## config.mk

```make
export PLATFORM = sky130hd
export DESIGN_NAME = hazard_scoreboard
export DESIGN_NICKNAME = d
export VERILOG_FILES = /design/src/rtl/hazard_scoreboard.sv
export SDC_FILE = /design/constraint.sdc
export NUM_CORES = 1
export LEC_CHECK = 0
export BUFFER_PORTS_ARGS = -buffer_cell sky130_fd_sc_hd__buf_2
export CORE_ASPECT_RATIO = 0.75
export CORE_MARGIN = 3
export CORE_UTILIZATION = 56
export DETAILED_ROUTE_END_ITERATION = 10
export PLACE_DENSITY = 0.92
export SLEW_MARGIN = 20
export SYNTH_ARGS = -nofsm -noshare
export SYNTH_HDL_FRONTEND = slang
export SYNTH_SLANG_ARGS = --single-unit
```

## constraint.sdc

```tcl
create_clock -name clk -period 3.1 [get_ports clk]
set_input_delay 0.62 -clock clk [delete_from_list [all_inputs] [get_ports clk]]
set_output_delay 0.62 -clock clk [all_outputs]
set_load 0.01 [all_outputs]
```

## src/rtl/hazard_scoreboard.sv

```systemverilog
// Forwarding/interlock scoreboard beside the ID stage: tracks in-flight GPR writers,
// selects the youngest forwarding source per operand and raises the load-use stall.
module hazard_scoreboard #(
  parameter int ADDR_W     = 5,
  parameter int DEPTH      = 3,
  parameter int NUM_SRC    = 2,
  parameter int LOAD_STAGE = 2,
  localparam int SEL_W     = $clog2(DEPTH + 1)
) (
  input  logic                        clk,
  input  logic                        rst,
  input  logic                        hold,
  input  logic                        id_valid,
  input  logic                        id_wen,
  input  logic [ADDR_W-1:0]           id_waddr,
  input  logic                        id_is_load,
  input  logic [NUM_SRC*ADDR_W-1:0]   id_src_addr,
  input  logic [NUM_SRC-1:0]          id_src_used,
  input  logic                        id_flush,
  output logic [NUM_SRC*SEL_W-1:0]    fwd_sel,
  output logic                        stall,
  output logic [31:0]                 stall_cnt
);

  logic [DEPTH:1]    ent_v;
  logic [DEPTH:1]    ent_wen;
  logic [DEPTH:1]    ent_ld;
  logic [ADDR_W-1:0] ent_waddr [1:DEPTH];

  logic [NUM_SRC-1:0] hazard;
  logic [ADDR_W-1:0]  src;
  logic               capture;

  // Scan oldest to youngest so the youngest matching writer overwrites older ones.
  always_comb begin
    fwd_sel = '0;
    hazard  = '0;
    src     = '0;
    for (int i = 0; i < NUM_SRC; i++) begin
      src = id_src_addr[i*ADDR_W +: ADDR_W];
      for (int k = DEPTH; k >= 1; k--) begin
        if (ent_v[k] && ent_wen[k] && (ent_waddr[k] == src) &&
            id_src_used[i] && (src != '0)) begin
          fwd_sel[i*SEL_W +: SEL_W] = SEL_W'(k);
          hazard[i]                 = ent_ld[k] && (k < LOAD_STAGE);
        end
      end
    end
  end

  assign stall   = id_valid && !id_flush && (|hazard);
  assign capture = id_valid && !id_flush && !stall;

  always_ff @(posedge clk or posedge rst) begin
    if (rst) begin
      ent_v     <= '0;
      ent_wen   <= '0;
      ent_ld    <= '0;
      for (int k = 1; k <= DEPTH; k++) ent_waddr[k] <= '0;
      stall_cnt <= '0;
    end else if (!hold) begin
      for (int k = DEPTH; k >= 2; k--) begin
        ent_v[k]     <= ent_v[k-1];
        ent_wen[k]   <= ent_wen[k-1];
        ent_ld[k]    <= ent_ld[k-1];
        ent_waddr[k] <= ent_waddr[k-1];
      end
      // A stalled or squashed instruction leaves a bubble behind it.
      if (capture) begin
        ent_v[1]     <= 1'b1;
        ent_wen[1]   <= id_wen && (id_waddr != '0);
        ent_ld[1]    <= id_is_load;
        ent_waddr[1] <= id_waddr;
      end else begin
        ent_v[1]     <= 1'b0;
        ent_wen[1]   <= 1'b0;
        ent_ld[1]    <= 1'b0;
        ent_waddr[1] <= '0;
      end
      if (stall && (stall_cnt != 32'hFFFF_FFFF)) stall_cnt <= stall_cnt + 32'd1;
    end
  end

endmodule

```

Word-level counts from Yosys, hierarchy flattened
Cells that the tools add are included.
{"block": "op_classes", "n_addsub": 1, "eq_ne": 7, "mux": 12, "bitwise_logic": 1, "n_reduce_logical": 33}
{"cell": "$add A32 B1 Y32 const B", "count": 1}
{"cell": "$ne A32 B32 Y1 const B", "count": 1}
{"cell": "$eq A5 B5 Y1", "count": 6}
{"cell": "$logic_and A1 B1 Y1", "count": 26}
{"cell": "$reduce_bool A5 Y1", "count": 3}
{"cell": "$mux W2", "count": 6}
{"cell": "$mux W1", "count": 5}
{"cell": "$mux W5", "count": 1}
{"cell": "$logic_not A1 Y1", "count": 2}
{"cell": "$reduce_and A2 Y1", "count": 1}
{"cell": "$reduce_or A2 Y1", "count": 1}
{"cell": "$not A1 Y1", "count": 1}
{"block": "totals", "ff_bits": 54, "out_inout_bits": 37, "word_cells": 61}

Depth between registers and ports, before layout
{"block": "logic_depth", "depth_word": 10, "mapped_depth": 7, "depth_no_buf": 6}

Least setup slack after synthesis
Ideal clock, no wire load.
{"block": "synth_path", "kind": "input-to-output", "from": "input port id_src_addr[4]", "to": "output port stall", "t_arrival_ns": 1.746, "required_time_ns": 2.480, "path_slack_ns": 0.734, "path_stages": 5, "n_path_buf": 0, "cell_sequence": "xnor2_1 > nand4_1 > nor4_1 > o21ai_2 > nor3b_1"}
{"block": "synth_between", "elab_chain_len": 7, "elab_cells_between_ends": 8, "classes_between": "1 x eq/ne; 1 x mux; 6 x reduce/logical"}
{"element": "start, declared", "line": "17", "rtl": "input logic [NUM_SRC*ADDR_W-1:0] id_src_addr,"}
{"element": "$eq A5 B5 Y1", "line": "42", "rtl": "if (ent_v[k] && ent_wen[k] && (ent_waddr[k] == src) &&"}
{"element": "$logic_and A1 B1 Y1 (2 in series)", "line": "42"}
{"element": "$logic_and A1 B1 Y1 (*)", "line": "43", "rtl": "id_src_used[i] && (src != '0)) begin"}
{"element": "$mux W1 (*)", "line": "42"}
{"element": "$reduce_or A2 Y1 (*)", "line": "51", "rtl": "assign stall = id_valid && !id_flush && (|hazard);"}
{"element": "$logic_and A1 B1 Y1 (*)", "line": "51"}
{"element": "end, declared", "line": "21", "rtl": "output logic stall,"}
Mark *: on every way between the ends. The rest lies on a longest branch, timed or not.

Worst setup path in the final report
{"block": "layout_path", "from": "register ent_waddr[12] in the netlist's numbering", "to": "output port stall"}
{"block": "layout_between", "elab_chain_len": 7, "elab_cells_between_ends": 12, "classes_between": "2 x eq/ne; 2 x mux; 8 x reduce/logical"}
{"element": "start, declared", "line": "28", "rtl": "logic [ADDR_W-1:0] ent_waddr [1:DEPTH];"}
{"element": "start signal, assigned by index", "line": "66", "rtl": "ent_waddr[k] <= ent_waddr[k-1];"}
{"element": "$eq A5 B5 Y1", "line": "42"}
{"element": "$logic_and A1 B1 Y1 (2 in series)", "line": "42"}
{"element": "$logic_and A1 B1 Y1", "line": "43"}
{"element": "$mux W1", "line": "42"}
{"element": "$reduce_or A2 Y1 (*)", "line": "51"}
{"element": "$logic_and A1 B1 Y1 (*)", "line": "51"}
Marked as above.

==> run metrics <==
Hold Fails Final Rpt 0; worst-margin pin slew 0.5421 ns; final non-filler cell total 388; GRT overflow 0; WP data arrival 2.14 ns; Clock Skew 0.007995 ns; leading post-synthesis cells by instance count 54 x dfrtp_1, 51 x xnor2_1, 27 x nand4_1; Area growth, synth to finish 15.88%; Mapped Cells 265; Rows 21; dpl ws 0.3767 ns; Async SR Flop Fraction between 90% and 100%; post-cts hold buffer count 0; Initial Util between 60 and 70%; largest area contributor in the netlist dfrtp_1; Total GRT Usage 22.77%; GPL Wtd Cong 0.8920; Synth Area per Inst approximately 11 um2; post-cts repair resize count 0; syn_nets 290; Worst R2R End stall_cnt[14]; CTS tree built; post-synthesis instance area 2875 um2; Worst slew margin approximately 64%; clk root buf clkbuf_8; Seq/Total Area, Yosys 47.00%; postcts setup bufs 0; drt total wl 6383 um; Synth cell types 32; ANT nets after route 0; DR WL/cell 16.45 um; Req. time, crit path between 2 and 2.5 ns; Post-route DRC 0; Placed Cells 380; Post-synth EDFFs 0; Die X 88.74 um; Clock H-tree levels 2; Max Root-Sink Buffers 2; Setup crit end kind primary output; port buffer count 60; Vias ~2300; origin of the critical flop-to-flop path stall_cnt[0]; worst hold path class input port to asynchronous set/reset pin; Vias/cell about 5.9; layout net count 355; clk sinks 54; Fmax achieved 0.3620 GHz; die height between 60 and 70 um; area of the die 6039 um2; max_cap viols 0; post-layout power about 1.3 mW; final worst path period share about 89%; R2R setup slack 0.74 ns; most common cell in the netlist dfrtp_1; Setup crit start kind register; layout cells sized above 1 28.70%; pwr dens 378.6 nW/um2; Leakage around 1.6 nW; top-area cell type share of the netlist area 47.00%; RSZ-0062 raised after global routing false; first-pass GRT wire length between 10000 and 15000 um; worst vdd ir 0.1811 mV; largest net degree at the start of global routing 29; R2R depth 7; Yosys reg bits 54; antenna violations before repair 0; diodes inserted 0; worst skew pair latency 0.30 ns; # IOs 61; setup violators final 0; status finished, final reports clean; post-route setup slack 0.3379 ns; Slew Limit Fails 0; Tmin final 2.762 ns; CTS buffer count 5; setup TNS 0 ns; Detailed Place HPWL 4845 um; Clk pin slew, worst setup/hold paths 0.10 ns; WS Path Type register to primary output; Primary FF master, synth dfrtp_1; Util after Layout 70.84%; drt initial violations 130; drt pass-1 iters 7; top post-synthesis cells by area dfrtp_1 47%, xnor2_1 16%, nand4_1 5.9%, mux2_2 5.5%, xor2_1 3.0%; CP Max Fanout 4; vias in the first global route roughly 2200; Yosys warning total 0; Core Area 4703 um2
layout make-up:
type / count / area [um2]
fillers: 337 / 1371
multi-input cells: 200 / 1466
inverters: 3 / 11.26
clock inverters: 2 / 13.76
clock buffers: 6 / 72.57
well taps: 57 / 71.32
repair buffers: 66 / 345.3
flip-flops and latches: 54 / 1351
flip-flops by register name, summed over array words and instances, names as in the netlist:
signal	count
ent_wen	3
ent_waddr	15
ent_v	3
stall_cnt	32
ent_ld	1
where the power goes:
part / total, mW / internal [mW] / leakage [nW] / switching (mW)
registers: 0.756 / 0.726 / 0.738 / 0.0294
logic: 0.122 / 0.0637 / 0.795 / 0.0585
clock network: 0.383 / 0.160 / 0.0452 / 0.223
worst max-delay path, stage by stage (launching register included):
cell and delay (ns):
dfrtp_1 0.46, xnor2_1 0.20, nand4_1 0.14, nor4_1 0.51, o21ai_2 0.17, nor3b_1 0.20
buf_2 0.16
cells by family (layout without fill, tap and decap cells):
logic type	count (synthesis)	count (layout)	share of synthesized area, %
XOR/XNOR	61	61	18.58
AND/OR/NAND/NOR	109	109	21.84
buffers and inverters	11	77	2.001
adder cells (fa/ha/maj)	1	1	0.4351
multiplexers	15	15	5.875
flip-flops	54	54	47.00
AO/OA/AOI/OAI	14	14	4.265
through the flow:
| step | instance area, um2 | hold WS [ns] |
|---|---|---|
| 2_1_floorplan | 2875 | 0.4716 |
| 3_3_place_gp | 3246 | 0.4836 |
| 3_5_place_dp | 3246 | 0.4860 |
| 4_1_cts | 3332 | 0.3798 |
| 5_1_grt | 3332 | 0.3955 |
| 6_report | 3332 | 0.3538 |
how the worst max path moves through the flow:
stage | start | endpoint | slack (ns)
6_report | ent_waddr[12] | stall | 0.34
5_1_grt | ent_waddr[11] | stall | 0.1
4_1_cts | ent_waddr[12] | stall | 0.33
3_5_place_dp | id_src_addr[4] | stall | 0.38
3_3_place_gp | id_src_addr[4] | stall | 0.48
2_1_floorplan | id_src_addr[4] | stall | 0.73
metal layers:
metal / GRT usage (%) / wire length, um
met2: 32.78 / 2777
met5: 0 / 0
met1: 34.54 / 3136
met3: 4.452 / 393
met4: 6.981 / 76
cells in the final DEF, fill, tap and decap left out, types with 2 or more instances in the layout:
cell type,netlist,final
or4_4,2,2
o21ai_2,3,3
nand4b_1,2,2
mux2_2,14,14
and3_1,11,11
nand3_1,12,12
inv_1,3,2
a22o_1,6,6
nor3b_1,2,2
a21oi_1,2,2
nor2_1,13,13
buf_4,0,6
nand4_1,27,27
xnor2_1,51,51
nor4_1,2,2
and2_1,5,5
or4_1,6,6
nor3_1,5,5
dfrtp_1,54,54
buf_2,1,60
clkbuf_8,0,5
nand3b_1,2,2
nand2b_1,2,2
xor2_1,10,10
nand2_1,17,17
Power figures use the tool's default switching activity.
